===== config.mk =====
export PLATFORM = sky130hd
export DESIGN_NAME = led_frame_feeder
export DESIGN_NICKNAME = d
export VERILOG_FILES = /design/src/rtl/led_pkg.sv /design/src/rtl/led_sync_fifo.sv /design/src/rtl/led_frame_feeder.sv
export SDC_FILE = /design/constraint.sdc
export NUM_CORES = 1
export LEC_CHECK = 0
export CAP_MARGIN = 10
export CORE_UTILIZATION = 45
export CTS_CLUSTER_SIZE = 12
export DETAILED_ROUTE_END_ITERATION = 8
export PLACE_DENSITY = 0.67
export SLEW_MARGIN = 15
export SYNTH_ARGS = -nofsm -noshare
export SYNTH_HDL_FRONTEND = slang
export SYNTH_SLANG_ARGS = --single-unit

===== constraint.sdc =====
create_clock -name clk -period 14.8 [get_ports clk]
set_input_delay 3.7 -clock clk [delete_from_list [all_inputs] [get_ports clk]]
set_output_delay 3.7 -clock clk [all_outputs]
set_load 0.02 [all_outputs]

===== src/rtl/led_pkg.sv =====
// ---------------------------------------------------------------------------
// led_pkg
// Shared types and helpers for the LED frame feeder:
//   feeder_state_t : frame sequencing FSM states
//   rgb_t          : packed pixel {b, g, r}, 8 bits per channel
//   GAIN_W         : brightness gain width
//   scale_chan     : one channel scaled by (gain + 1) / 256
//   scale_rgb      : all three channels scaled by the same gain
// ---------------------------------------------------------------------------
package led_pkg;

    localparam int unsigned GAIN_W = 8;

    typedef enum logic [2:0] {
        ST_IDLE,
        ST_FILL,
        ST_FLUSH,
        ST_KICK,
        ST_DRAIN
    } feeder_state_t;

    typedef struct packed {
        logic [7:0] b;
        logic [7:0] g;
        logic [7:0] r;
    } rgb_t;

    // (c * (g + 1)) >> 8 : g = 255 is identity, g = 0 blanks the channel.
    function automatic logic [7:0] scale_chan(input logic [7:0]        c,
                                              input logic [GAIN_W-1:0] g);
        logic [GAIN_W:0]   mult;
        logic [GAIN_W+8:0] prod;
        mult = {1'b0, g} + (GAIN_W + 1)'(1);
        prod = {{(GAIN_W + 1){1'b0}}, c} * {8'd0, mult};
        return 8'(prod >> 8);
    endfunction

    function automatic rgb_t scale_rgb(input rgb_t              px,
                                       input logic [GAIN_W-1:0] g);
        rgb_t res;
        res.b = scale_chan(px.b, g);
        res.g = scale_chan(px.g, g);
        res.r = scale_chan(px.r, g);
        return res;
    endfunction

endpackage


===== src/rtl/led_sync_fifo.sv =====
// ---------------------------------------------------------------------------
// led_sync_fifo
// Show-ahead synchronous FIFO. The head word is held in a register so it is
// presented on o_rdata without a read request; it follows a write into an
// empty FIFO or a pop one clock later.
//   clk, rst  : clock, synchronous active-high reset (FIFO empty, o_rdata = 0)
//   i_wr      : write strobe, i_wdata : write word (dropped when full)
//   i_rd      : pop strobe (ignored when empty)
//   o_rdata   : current head word, valid while !o_empty
//   o_empty, o_full, o_count : occupancy status
// DEPTH must be a power of two, at least 2.
// ---------------------------------------------------------------------------
module led_sync_fifo #(
    parameter int unsigned WIDTH = 24,
    parameter int unsigned DEPTH = 16
) (
    input  logic                     clk,
    input  logic                     rst,
    input  logic                     i_wr,
    input  logic [WIDTH-1:0]         i_wdata,
    input  logic                     i_rd,
    output logic [WIDTH-1:0]         o_rdata,
    output logic                     o_empty,
    output logic                     o_full,
    output logic [$clog2(DEPTH):0]   o_count
);

    localparam int unsigned AW = $clog2(DEPTH);

    logic [WIDTH-1:0] r_mem [DEPTH];
    logic [AW-1:0]    r_wr_ptr;
    logic [AW-1:0]    r_rd_ptr;
    logic [AW:0]      r_count;
    logic [WIDTH-1:0] r_head;

    logic             w_do_wr;
    logic             w_do_rd;
    logic [AW-1:0]    w_rd_ptr_nxt;

    assign o_empty      = (r_count == '0);
    assign o_full       = (r_count == (AW + 1)'(DEPTH));
    assign o_count      = r_count;
    assign o_rdata      = r_head;

    assign w_do_rd      = i_rd && !o_empty;
    assign w_do_wr      = i_wr && (!o_full || w_do_rd);
    assign w_rd_ptr_nxt = r_rd_ptr + AW'(1);

    always_ff @(posedge clk) begin
        if (w_do_wr) begin
            r_mem[r_wr_ptr] <= i_wdata;
        end
    end

    always_ff @(posedge clk) begin
        if (rst) begin
            r_wr_ptr <= '0;
            r_rd_ptr <= '0;
            r_count  <= '0;
            r_head   <= '0;
        end else begin
            if (w_do_wr) begin
                r_wr_ptr <= r_wr_ptr + AW'(1);
            end
            if (w_do_rd) begin
                r_rd_ptr <= w_rd_ptr_nxt;
            end

            unique case ({w_do_wr, w_do_rd})
                2'b10:   r_count <= r_count + (AW + 1)'(1);
                2'b01:   r_count <= r_count - (AW + 1)'(1);
                default: r_count <= r_count;
            endcase

            // Head comes straight from the write port when the incoming word
            // is the only one left; otherwise from the slot behind the head.
            // When the last word is popped the stale head is simply kept.
            if (w_do_wr && (o_empty || (w_do_rd && r_count == (AW + 1)'(1)))) begin
                r_head <= i_wdata;
            end else if (w_do_rd && r_count > (AW + 1)'(1)) begin
                r_head <= r_mem[w_rd_ptr_nxt];
            end
        end
    end

endmodule


===== src/rtl/led_frame_feeder.sv =====
// ---------------------------------------------------------------------------
// led_frame_feeder
// Once per refresh period collects LED_NUM pixels from a valid/ready stream,
// scales each channel by a brightness gain latched at frame start, stores
// the results in a show-ahead FIFO, pulses enable for the transmitter and
// waits for LED_NUM rd pops before arming for the next refresh.
//   clk, rst          : clock, synchronous active-high reset
//   pix_valid/ready   : pixel stream handshake
//   pix_data          : {B, G, R}, pix_last marks the final pixel of a frame
//   gain              : brightness, sampled when leaving IDLE
//   fifo_data_in      : FIFO head word for the transmitter
//   rd                : transmitter pop strobe
//   enable            : one-cycle burst start pulse
//   sync_err          : sticky, pix_last misplaced within a frame
//   underflow         : sticky, rd seen while the FIFO was empty
//   overrun_cnt       : saturating count of dropped refresh ticks
// ---------------------------------------------------------------------------
module led_frame_feeder
    import led_pkg::*;
#(
    parameter int unsigned LED_NUM     = 4,
    parameter int unsigned REFRESH_CNT = 150000,
    parameter int unsigned FIFO_DEPTH  = 16
) (
    input  logic        clk,
    input  logic        rst,
    input  logic        pix_valid,
    output logic        pix_ready,
    input  logic [23:0] pix_data,
    input  logic        pix_last,
    input  logic [7:0]  gain,
    output logic [23:0] fifo_data_in,
    input  logic        rd,
    output logic        enable,
    output logic        sync_err,
    output logic        underflow,
    output logic [7:0]  overrun_cnt
);

    localparam int unsigned TW  = $clog2(REFRESH_CNT);
    localparam int unsigned CW  = $clog2(LED_NUM + 1);
    localparam int unsigned FCW = $clog2(FIFO_DEPTH) + 1;

    // Refresh timer and tick bookkeeping
    logic [TW-1:0]     r_timer;
    logic              r_tick_pend;
    logic [7:0]        r_overrun;
    logic              w_wrap;
    logic              w_consume;

    // FSM
    feeder_state_t     r_state;
    feeder_state_t     w_state_nxt;
    logic              r_pix_ready;
    logic              r_enable;
    logic              w_pix_ready_nxt;
    logic              w_enable_nxt;

    // Frame datapath
    logic [GAIN_W-1:0] r_gain_q;
    logic [CW-1:0]     r_pix_idx;
    logic [CW-1:0]     r_rd_cnt;
    logic              r_sync_err;
    logic              r_underflow;
    logic              r_sc_valid;
    rgb_t              r_sc_data;
    logic              w_accept;
    logic              w_last_idx;
    rgb_t              w_pix_in;

    // FIFO
    logic [23:0]       w_fifo_rdata;
    logic              w_fifo_empty;
    logic              w_fifo_full;
    logic [FCW-1:0]    w_fifo_count;
    logic              w_fifo_status_unused;

    assign w_wrap     = (r_timer == TW'(REFRESH_CNT - 1));
    assign w_consume  = (r_state == ST_IDLE) && r_tick_pend;
    assign w_accept   = pix_valid && r_pix_ready;
    assign w_last_idx = (r_pix_idx == CW'(LED_NUM - 1));
    assign w_pix_in   = rgb_t'(pix_data);

    // Writes are dropped internally when full, and the FIFO is empty on
    // every FILL entry, so occupancy is not needed here.
    assign w_fifo_status_unused = ^{w_fifo_full, w_fifo_count};

    // ---------------------------------------------------------------------
    // FSM: state register (outputs registered from the next state so that
    // pix_ready / enable are high exactly while in FILL / KICK)
    // ---------------------------------------------------------------------
    always_ff @(posedge clk) begin
        if (rst) begin
            r_state     <= ST_IDLE;
            r_pix_ready <= 1'b0;
            r_enable    <= 1'b0;
        end else begin
            r_state     <= w_state_nxt;
            r_pix_ready <= w_pix_ready_nxt;
            r_enable    <= w_enable_nxt;
        end
    end

    // FSM: next state
    always_comb begin
        w_state_nxt = r_state;
        unique case (r_state)
            ST_IDLE:  if (r_tick_pend)             w_state_nxt = ST_FILL;
            ST_FILL:  if (w_accept && w_last_idx)  w_state_nxt = ST_FLUSH;
            ST_FLUSH:                              w_state_nxt = ST_KICK;
            ST_KICK:                               w_state_nxt = ST_DRAIN;
            ST_DRAIN: if (rd && r_rd_cnt == CW'(LED_NUM - 1))
                                                   w_state_nxt = ST_IDLE;
            default:                               w_state_nxt = ST_IDLE;
        endcase
    end

    // FSM: outputs
    always_comb begin
        w_pix_ready_nxt = 1'b0;
        w_enable_nxt    = 1'b0;
        if (w_state_nxt == ST_FILL) begin
            w_pix_ready_nxt = 1'b1;
        end
        if (w_state_nxt == ST_KICK) begin
            w_enable_nxt = 1'b1;
        end
    end

    // ---------------------------------------------------------------------
    // Refresh timer. A wrap in the same cycle that IDLE consumes the pending
    // tick re-arms it without counting an overrun.
    // ---------------------------------------------------------------------
    always_ff @(posedge clk) begin
        if (rst) begin
            r_timer     <= '0;
            r_tick_pend <= 1'b0;
            r_overrun   <= '0;
        end else if (w_wrap) begin
            r_timer     <= '0;
            r_tick_pend <= 1'b1;
            if (r_tick_pend && !w_consume && r_overrun != 8'hFF) begin
                r_overrun <= r_overrun + 8'd1;
            end
        end else begin
            r_timer <= r_timer + TW'(1);
            if (w_consume) begin
                r_tick_pend <= 1'b0;
            end
        end
    end

    // ---------------------------------------------------------------------
    // Frame datapath: gain latch, pixel / pop counters, error flags and the
    // one-stage scaler feeding the FIFO write port.
    // ---------------------------------------------------------------------
    always_ff @(posedge clk) begin
        if (rst) begin
            r_gain_q    <= '0;
            r_pix_idx   <= '0;
            r_rd_cnt    <= '0;
            r_sync_err  <= 1'b0;
            r_underflow <= 1'b0;
            r_sc_valid  <= 1'b0;
            r_sc_data   <= '0;
        end else begin
            if (w_consume) begin
                r_gain_q  <= gain;
                r_pix_idx <= '0;
            end else if (w_accept) begin
                r_pix_idx <= r_pix_idx + CW'(1);
            end

            // pix_last must coincide with the final pixel slot, and only it.
            if (w_accept && (pix_last != w_last_idx)) begin
                r_sync_err <= 1'b1;
            end

            if (r_state == ST_KICK) begin
                r_rd_cnt <= '0;
            end else if (r_state == ST_DRAIN && rd) begin
                r_rd_cnt <= r_rd_cnt + CW'(1);
            end

            if (rd && w_fifo_empty) begin
                r_underflow <= 1'b1;
            end

            r_sc_valid <= w_accept;
            if (w_accept) begin
                r_sc_data <= scale_rgb(w_pix_in, r_gain_q);
            end
        end
    end

    led_sync_fifo #(
        .WIDTH (24),
        .DEPTH (FIFO_DEPTH)
    ) u_fifo (
        .clk     (clk),
        .rst     (rst),
        .i_wr    (r_sc_valid),
        .i_wdata (r_sc_data),
        .i_rd    (rd),
        .o_rdata (w_fifo_rdata),
        .o_empty (w_fifo_empty),
        .o_full  (w_fifo_full),
        .o_count (w_fifo_count)
    );

    assign pix_ready    = r_pix_ready;
    assign enable       = r_enable;
    assign fifo_data_in = w_fifo_rdata;
    assign sync_err     = r_sync_err;
    assign underflow    = r_underflow;
    assign overrun_cnt  = r_overrun;

endmodule


Word level (Yosys, flattened, before mapping)
Memories as Yosys holds them, arrays and structs flattened.
Cells that the tools add are included.
Widths: inputs -> output; s select.
Storage, ports and cells
  register bits after elaboration: 110
  RAM bits: 384
  input port bits: 37
  output and inout bits: 36
  logic and storage cells: 89
  memories kept: 1
Cells by class
  add/subtract/negate cells: 9
  $mul: 3
  order comparisons: 1
  eq/ne operators: 15
  mux-type cells: 13
  reduce and logical (&&, ||, !) cells: 28
Memories
  u_fifo.r_mem: words 16, width 24, rd ports 1, clocked after Yosys merged registers in 0, write ports 1, RTL line led_sync_fifo.sv:30  | logic [WIDTH-1:0] r_mem [DEPTH];
Operators by type and width (number)
  $mul 8x9->16: 3
  $mux 24: 2
  $add 18x1->18 const B: 1
  $eq 18x18->1 const B: 1
  $eq 3x2->1 const B: 5
  $pmux 3 s5: 1
  $logic_and 1x1->1: 14
  $pmux 5 s2: 1
  $add 8x1->9 const B: 1
  $mux 3: 3
  $add 4x1->4 const B: 2
  $add 8x1->8 const B: 1
  $ne 8x8->1 const B: 1
  $add 3x1->3 const B: 2
  $eq 3x1->1 const B: 2
  $mux 1: 6
  $reduce_bool 2->1: 3
  $reduce_or 2->1: 3
  $add 5x1->5 const B: 1
  $eq 5x1->1 const B: 1
  $eq 5x5->1 const B: 1
  $gt 5x1->1 const B: 1
  $logic_not 5->1: 1
  $sub 5x1->5 const B: 1
  other kinds (8): 11

Depth between registers and ports, before layout
Gate-level depths: netlist of the first run.
  depth after elaboration: 7
  gate-level depth with buffers: 20
  gate-level depth less buffers: 19

By module
Synthesis of the first run repeated with hierarchy kept, for this count alone.
Second synthesis, totals
  cells, all modules: 2071
  area total of the unflattened synthesis: 26030.0 µm²
Modules (own cells, without submodules)
  led_sync_fifo: instances 1, cells an instance 1019, area an instance 16792.4 µm², sequential area each 12271.8 µm²
  led_frame_feeder: instances 1, cells an instance 1052, area an instance 9237.6 µm², sequential area each 1461.4 µm²

Worst setup path after synthesis of the first run
OpenSTA, ideal clock, no wires.
  path kind: input to register
  start point: in pix_data[12]
  end point: reg r_sc_data[12] in the netlist's numbering
  setup time: 0.117 ns
  data arrival time: 7.406 ns
  data required time: 14.683 ns
  path slack: 7.277 ns
  cell stages on the path: 15
  buffers on the path: 0
  path through: and2_1 fa_1 fa_1 inv_1 fa_1 fa_1 inv_1 ha_1 o21a_1 o2111a_1 a211o_1 a21o_1 a21oi_1 xnor2_1 a22o_1
Between the ends
  word-level cells in the longest chain between the ends: 1
RTL lines
  start: declaration: RTL line led_frame_feeder.sv:29  | input logic [23:0] pix_data,
  $mul 8x9->16: RTL line led_pkg.sv:34  | prod = {{(GAIN_W + 1){1'b0}}, c} * {8'd0, mult};
  end signal: assignment: RTL line led_frame_feeder.sv:191  | r_sc_data <= scale_rgb(w_pix_in, r_gain_q);
  end: declaration: RTL line led_frame_feeder.sv:66  | rgb_t r_sc_data;
No other way between the ends.
A chain may end at the register's enable or synchronous reset.

Worst setup path in the final report of the first run
  start point: in pix_data[12]
  end point: reg r_sc_data[15] in the netlist's numbering
The elaborated chain is that of the path after synthesis.

==> results.cfg, run 1 <==
[status]
status = finished, final reports clean

[timing]
fmax_ghz = 0.129
relSlewSlack = 0.280
fin_crit_ps = 7740
setup_tns_ps = 0
slew_violations = 0
setup_violations = 0
finalCritPeriodShare = 0.523
tightest_slew_ps = 1080
hold_viol = 0
whs_ps = 463
finClkSkew_ps = 17.9
rsz0062_at_grt = false

[clocking]
cts_tree = built
cts.clk_slew.worst_paths_ps = 60
clock_path_buffers = 3
postCtsHoldBufs = 0
ctsHtreeMaxLevel = 2
root_buffer = clkbuf_16
cts_sinks = 494
clk_latency_ps = 560
cts_buffers = 48
post-cts-setup-buffer-count = 0
ctsResizeCount = 0

[floorplanning]
io_pins = 73
dieArea_sq_um = 57200
die_x_um = 239
start_util = 0.458
die_h_um = 239
row_count = 86
core-area_sq_um = 55300

[grt]
track_usage = 0.199
antenna_found_initial = 0
first_global_vias = 15700
grt_max_degree = 72
grt_pass1_wl_um = 87700
grt_overflow = 0

[worst_hold_path]
holdPathEnd = r_timer[0]
hold_start = r_timer[0]
min_path_cells = 1
hold_class = reg -> reg

[yosys]
yosysSeqAreaShare = 0.542
yosys.cell_types.count = 55
synth_cells = 1886
netlist_top_cells_area = edfxtp_1 46%, fa_1 9.5%, dfxtp_1 8.7%
netlist.top_cell.by_area = edfxtp_1
ys_warn_count = 0
synth_nets = 2155
synth-seq-cells = 494
ys.flop_type = edfxtp_1
synthArstFlopShare = 0
netlist_area_sq_um = 25300
synth_edf_count = 384
synth_top_area_share = 0.455
syn_avg_cell_area_sq_um = 13.4

[placed_design]
io_buffers = 72
place_hpwl_um = 34300
place.gp.congestion = 0.794

[power]
power.density_nw_per_um2 = 96.1
peakVddDrop_mv = 0.0776
p_leak_uw = 0.0100

[finish]
syn2layout_area_growth_pct = 12.4
final_cell_mix = 384 x edfxtp_1, 203 x nand2_1, 161 x inv_1
final_layout_size_suffix_gt1_frac = 0.112
fin_util = 0.515
final_common_cell = edfxtp_1
nNetsFinal = 2232
num_antenna_cells = 0

[worst_setup_path]
path_class = in -> reg
worst_setup_path_end_kind = flop
reg2regPathDepth = 21
path_buf_inv = 3
worstPathArrival_ps = 8200
cp-start-kind = input port
slowest_stage = fa_1
cp.required_ps = 15250
crit_family = adder cells
worst-path-stages = 16
ff2ff_setup_slack_ps = 9260
r2r_end = r_sc_data[15]
rr_startpoint = r_gain_q[0]
cp_cell_sequence = clkdlybuf4s50_1 > and2_1 > fa_1 > fa_1 > inv_1 > fa_1 > fa_1 > inv_1 > ha_1 > o21a_1 > o2111a_1 > a21oi_1 > o21ai_0 > o31ai_1 > xnor2_1 > a22o_1
cpPeakStageDelay_ps = 550
cp_common_cell = fa_1
crit_path_max_fanout = 9

[drt]
via_per_inst = 5.41
num_vias = 14900
drt_iter0_markers = 1110
routed_wl_um = 55200
wl_per_cell_um = 20.1
drt-pass1-iter-count = 7
ant_nets = 0
drc_errors = 0

[run]
maxCapViolCount = 0
registers in the layout, indices dropped and copies added, names as in the netlist, 3 cells and up:
signal,count
overrun_cnt,8
r_state,3
r_rd_cnt,3
r_pix_idx,3
r_sc_data,24
u_fifo.o_count,5
u_fifo.o_rdata,24
u_fifo.r_rd_ptr,4
r_timer,18
r_gain_q,8
u_fifo.r_mem,384
u_fifo.r_wr_ptr,4
report_power, final:
group	switching, uW	internal [uW]
sequential	5.88	1480
combinational	68.4	51.8
clock	490	640
cell families after synthesis:
kind of cell,synth area share
AND/OR/NAND/NOR,0.108
flip-flops,0.542
buffers and inverters,0.0363
adder cells (fa/ha/maj),0.150
AO/OA/AOI/OAI,0.0503
multiplexers,0.0874
XOR/XNOR,0.0256
synth_stat cells (5+ instances only):
master	number
inv_1	161
edfxtp_1	384
buf_1	6
nand4_1	8
dfxtp_1	110
buf_2	12
a31oi_1	54
and2_1	146
nor2b_1	23
o21ai_0	15
xor2_1	32
mux4_2	96
nor3_1	13
a21o_1	8
mux2i_1	5
and3_1	10
or3_1	7
xnor2_1	42
a21oi_1	42
a22o_1	42
nand3_1	19
nand2b_1	11
fa_1	120
nor2_1	102
clkbuf_1	62
nand2_1	203
ha_1	112
how the worst max path moves through the flow:
stage	start	to	slack, ps
final	pix_data[12]	r_sc_data[15]	7060
after global routing	pix_data[20]	r_sc_data[22]	6880
after CTS	pix_data[12]	r_sc_data[15]	7070
after detailed placement	pix_data[12]	r_sc_data[15]	6490
after global placement	pix_data[12]	r_sc_data[12]	6560
after floorplan	pix_data[12]	r_sc_data[12]	7280
layer usage:
metal / track usage / routed length (um) / up-vias
li1: - / - / 6833
met1: 0.263 / 23700 / 7581
met2: 0.350 / 27700 / 387
met3: 0.0235 / 2840 / 70
met4: 0.0501 / 996 / 0
met5: 0 / 0 / -
per-stage QoR:
stage	instances	cell area, sq um	setup WS [ps]	power (uW)
global placement	2661	27000	6560	1630
CTS	2747	28500	7070	2760
detailed placement	2661	27000	6490	1640
floorplan	1886	25300	7280	1590
finish	2747	28500	7060	2740
global route	2747	28500	6880	2820
cell type report:
type	instances	area (sq um)
Clock buffer	84	1410
Clock inverter	2	25.0
Fill cell	4696	26800
Inverter	161	604
Multi-Input combinational cell	1151	10800
Sequential cell	494	13700
Tap cell	748	936
Timing Repair Buffer	107	978
Power figures use the tool's default switching activity.
==> inputs of run 2 (changes only) <==
Settings changed: PLACE_DENSITY 0.67 to 0.7.
Clock period 14.8 ns to 7 ns, I/O delays scaled along.
==> run 2 against run 1 <==
- core utilization grew 0.12 points
- combinational power up 110%
- via count up 1.5%
- non-clock buffer count is 2 higher
- routed wire length is 1.1% higher
- first-iteration DRC count grew 13%
- cell count up 0.25%
- global-route usage is 0.12 points higher
- sequential share of layout area shrank 0.11 points
- cell area is 0.22% higher
- die area unchanged
==> results.cfg, run 2 (synthesis results as in run 1) <==
[finish]
nNetsFinal = 2235
syn2layout_area_growth_pct = 12.7
final_common_cell = edfxtp_1
final_cell_mix = 384 x edfxtp_1, 203 x nand2_1, 161 x inv_1
num_antenna_cells = 0
largest_reg_flops = 384
final_layout_size_suffix_gt1_frac = 0.112
fill_cells = 4678
top_register = u_fifo.r_mem

[grt]
antenna_found_initial = 0
grt_pass1_wl_um = 88000
first_global_vias = 15500
grt_overflow = 0
track_usage = 0.201
grt_max_degree = 62

[drt]
ant_nets = 0
routed_wl_um = 55800
drt-pass1-iter-count = 5
drt_iter0_markers = 1257
num_vias = 15100
drc_errors = 0
wl_per_cell_um = 20.3
via_per_inst = 5.48

[floorplanning]
die_h_um = 239
start_util = 0.458
io_pins = 73
core-area_sq_um = 55300
dieArea_sq_um = 57200
row_count = 86
die_x_um = 239

[worst_setup_path]
slowest_stage = fa_1
rr_startpoint = r_gain_q[0]
crit_family = adder cells
cp-start-kind = input port
worst_setup_path_end_kind = flop
cpPeakStageDelay_ps = 560
crit_path_max_fanout = 9
cp_cell_sequence = clkdlybuf4s50_1 > and2_1 > fa_1 > fa_1 > inv_1 > fa_1 > fa_1 > inv_1 > ha_1 > o21a_1 > o2111a_1 > a211o_1 > a21o_1 > a21oi_1 > xnor2_1 > a22o_1
path_buf_inv = 3
worstPathArrival_ps = 6340
startpoint = pix_data[12]
worst-path-stages = 16
path_class = in -> reg
cp_common_cell = fa_1
reg2regPathDepth = 18
cp.required_ps = 7460

[status]
status = finished, final reports clean

[timing]
relSlewSlack = 0.314
setup_tns_ps = 0
fin_crit_ps = 5880
hold_viol = 0
finClkSkew_ps = 19.6
finalCritPeriodShare = 0.840
setup_violations = 0
fmax_ghz = 0.170
layout_setup_ws_ps = 1120
tightest_slew_ps = 1030
slew_violations = 0
rsz0062_at_grt = false

[clocking]
clock_path_buffers = 3
ctsHtreeMaxLevel = 2
ctsResizeCount = 0
cts_buffers = 49
clk_latency_ps = 560
cts_sinks = 494
post-cts-setup-buffer-count = 0
cts_tree = built
root_buffer = clkbuf_16
cts.clk_slew.worst_paths_ps = 60
postCtsHoldBufs = 0

[worst_hold_path]
hold_start = sync_err
min_path_cells = 2
hold_class = reg -> reg

[power]
power.density_nw_per_um2 = 206
p_leak_uw = 0.0101
peakVddDrop_mv = 0.176

[placed_design]
place.gp.congestion = 0.820
place_hpwl_um = 34900
place_ws_ps = 584
io_buffers = 72

[run]
maxCapViolCount = 0
==> run 2: worst register-to-register path, cell delays in order (launching register included) <==
cell and delay, ps:
dfxtp_1 300, buf_4 300, ha_1 280, nand2_1 110, nor3_2 740, and2_1 270, fa_1 430, fa_1 510
fa_1 490, inv_1 50, fa_1 500, inv_1 50, ha_1 350, and3_1 200, nor4b_1 420, nor2_1 130
a21oi_1 180, xor2_1 90, a22o_1 220
==> run 2: path summary, 6_finish.rpt <==
| kind | endpoint | slack (ps) |
|---|---|---|
| max | r_sc_data[12] | 1120 |
| min | sync_err | 470 |
| max reg2reg | r_sc_data[22] | 1290 |
| min reg2reg | sync_err | 470 |
==> run 2: where the power goes <==
part | internal, uW | switching, uW | total [uW]
sequential | 3130 | 15.9 | 3140
clock | 1430 | 1040 | 2470
combinational | 109 | 143 | 252
total | 4670 | 1200 | 5870
==> run 2: cell type report <==
class	count	area, sq um	area share
multi-input cells	1151	10800	0.378
inverters	161	604	0.0212
repair buffers	109	993	0.0348
clock inverters	8	121	0.00425
clock buffers	83	1360	0.0478
flip-flops and latches	494	13700	0.481
well taps	748	936	0.0328
==> run 2: stage by stage <==
| stage | utilization | instance area [sq um] | std cells | hold slack [ps] | total power [uW] |
|---|---|---|---|---|---|
| 5_1_grt | 0.516 | 28500 | 2754 | 488 | 6060 |
| 3_5_place_dp | 0.489 | 27100 | 2663 | 464 | 3460 |
| 4_1_cts | 0.516 | 28500 | 2754 | 477 | 5910 |
| 6_report | 0.516 | 28500 | 2754 | 473 | 5870 |
| 3_3_place_gp | 0.489 | 27100 | 2663 | 446 | 3450 |
| 2_1_floorplan | - | 25300 | 1886 | 430 | 3370 |
==> run 2: routing by layer <==
metal / global-route usage / wire length (um)
met3: 0.0255 / 3680
met4: 0.0408 / 736
met5: 0 / 0
met2: 0.349 / 27800
met1: 0.270 / 23600
==> RTL edit: new RTL, config.mk and constraints of run 1 <==
Register the output `overrun_cnt` once more, cleared by the reset; this adds one clock of latency there. The other outputs are not delayed to match.
--- a/src/rtl/led_frame_feeder.sv
+++ b/src/rtl/led_frame_feeder.sv
@@ -213,7 +213,13 @@
     assign fifo_data_in = w_fifo_rdata;
     assign sync_err     = r_sync_err;
     assign underflow    = r_underflow;
-    assign overrun_cnt  = r_overrun;
+    always_ff @(posedge clk) begin
+        if (rst) begin
+            overrun_cnt <= '0;
+        end else begin
+            overrun_cnt <= r_overrun;
+        end
+    end
 
 endmodule
 
Behaviour: no difference found for any inputs over 10 cycles, from zero or initial values and one cycle with rst high; that may be too few to reach the edited logic, so the function may still have changed.
==> RTL edit against run 1 <==
  * Critical endpoint unchanged
  * Sequential cell count up 8
  * Routed wire length up 1.4%
  * Final cell count up 0.87%
  * Largest cell class unchanged
  * Area after synthesis up 2.4%
  * Final area up 2.9%
  * Synthesized cell count about the same
  * Hold slack better by 0.0091 ns
  * Non-clock buffer count up 3
  * Worst setup slack worse by 0.24 ns
  * Count of clock-buffer cells in the layout up 5
Power is not compared: it rests on default switching activity, and its combinational part moved more than twofold at a synthesized area within 25%.
==> RTL edit: results (changes against run 1) <==
[worst_hold_path]
hp-start = r_timer[0]
hold_path_class = flop to flop

[drt]
wl_per_cell_um = 20.21  ; +0.56%
drtIter0Drc = 1017  ; -8.4%
via_per_inst = 5.433  ; +0.36%
dr_wl_met3_mm = 2.746  ; -3.2%
met2WireLength_mm = 27.08  ; -2.3%
top_layer = met4
drt_pre_antenna_iters = 5  ; -2
drt-met1-wl_mm = 25.19  ; +6.4%

[global_routing]
grt_pass1_vias = 15650  ; -0.60%
grt_use_total_pct = 19.41  ; -0.53 points
grt_pass1_wl_mm = 88.58  ; +0.96%
antenna_found_initial = 1  ; +1
grt_max_degree = 81  ; +13%

[cts]
post_cts_buffers = 0  ; unchanged
root_buffer = clkbuf_16
htreeDepth = 2  ; unchanged
cts_resized = 0  ; unchanged
clockBufferDepth = 3  ; unchanged
clk_pin_slew_ns = 0.06  ; about the same
clk_latency_ns = 0.60  ; +0.04 ns
cts_buffers = 52  ; +8.3%

[power]
p_int_mw = 2.387
leakage_nw = 10.02
ir_drop_uv = 95.21

[run_status]
outcome = finished, final reports clean

[critical_path]
cp_max_fo = 9  ; unchanged
rr_startpoint = r_gain_q[1]
arrival_ns = 8.51  ; +0.31 ns
cpPeakStageDelay_ns = 0.60  ; +0.05 ns
worstSetupStartpoint = pix_data[10]
cpMaxStageDelayCell = clkdlybuf4s50_1

[timing]
skew_ns = 0.03384  ; +0.01593 ns
slew_headroom_pct = 31.74  ; +3.7 points

[yosys]
synth_area_leaders = edfxtp_1 (44%), fa_1 (9.3%), dfxtp_1 (9.1%)
synth_common_cells = edfxtp_1 (384), inv_1 (165), and2_1 (147)
ys_warn_count = 0  ; unchanged
synth_edf_count = 384  ; unchanged
synth_seq_area_share_pct = 53.58  ; -0.65 points
synth.distinct_cells = 70  ; +27%
synth_nets = 2154  ; -0.046%
async_reset_ff_share_pct = 0  ; unchanged

[placement]
place_hpwl_mm = 36.30  ; +5.9%
place.gp.congestion = 0.8513  ; +7.2%
dp_slack_ns = 6.179  ; -0.3135 ns
io_buffers = 72  ; unchanged

[final_layout]
drive_above_1_share_pct = 11.91  ; +0.76 points
antenna_cells = 0  ; unchanged
top_register = u_fifo.r_mem
largest_reg_flops = 384  ; unchanged
nNetsFinal = 2240  ; +0.36%

-- RTL edit: worst paths after layout --
check | slack, ns | cells past startpoint | endpoint
setup / recovery | 6.82 | 16 | r_sc_data[15]
hold / removal | 0.47 | 1 | r_timer[0]
setup reg to reg | 8.88 | 19 | r_sc_data[15]
hold reg to reg | 0.47 | 1 | r_timer[0]
-- RTL edit: power by group through the flow --
| stage | logic (mW) | clock network [mW] | registers, mW |
|---|---|---|---|
| final | 0.352 | 1.25 | 1.53 |
| after global routing | 0.380 | 1.34 | 1.54 |
| after CTS | 0.357 | 1.28 | 1.53 |
| after detailed placement | 0.357 | 0 | 1.56 |
| after global placement | 0.355 | 0 | 1.56 |
| after floorplan | 0.288 | 0 | 1.54 |
-- RTL edit: cells by family (layout without fill, tap and decap cells) --
logic type                 count (synthesis)  after routing  share of synthesized area, %
and+or+nand+nor                          483            483                         9.728
muxes                                    152            152                         10.51
DFF                                      502            502                         53.58
AOI/OAI and AO/OA                        205            205                         5.593
xor gates and xnor gates                  66             66                         2.229
buffers and inverters                    245            375                         3.692
adders and majority gates                232            232                         14.67
-- RTL edit: critical path, delay by kind of cell --
kind / cells / cell delay (ns)
fa+ha+maj: 5 / 2.35
buf+inv: 4 / 0.75
simple gates: 4 / 1.07
compound gates: 3 / 0.64
-- RTL edit: metrics by stage --
step                      instances  power [mW]  hold WS, ns  area [um2]
final                          2771       3.135       0.4720       29290
after CTS                      2771       3.170       0.4744       29290
after global placement         2673       1.919       0.4434       27640
after floorplan                1885       1.829       0.4299       25930
after detailed placement       2673       1.922       0.4588       27640
after global routing           2771       3.253       0.4929       29290
-- RTL edit: cell type report --
class	count	area, um2
Clock buffer	89	1520
Clock inverter	9	130.1
Fill cell	4710	27420
Inverter	167	626.9
Multi-Input combinational cell	1138	11170
Sequential cell	502	13900
Tap cell	756	945.9
Timing Repair Buffer	110	1003
-- RTL edit: metal layers --
layer | up-vias | GRT usage, %
met5 | - | 0
met2 | 350 | 33.22
met3 | 63 | 2.980
met4 | 0 | 4.691
met1 | 7678 | 25.96
li1 | 6964 | -
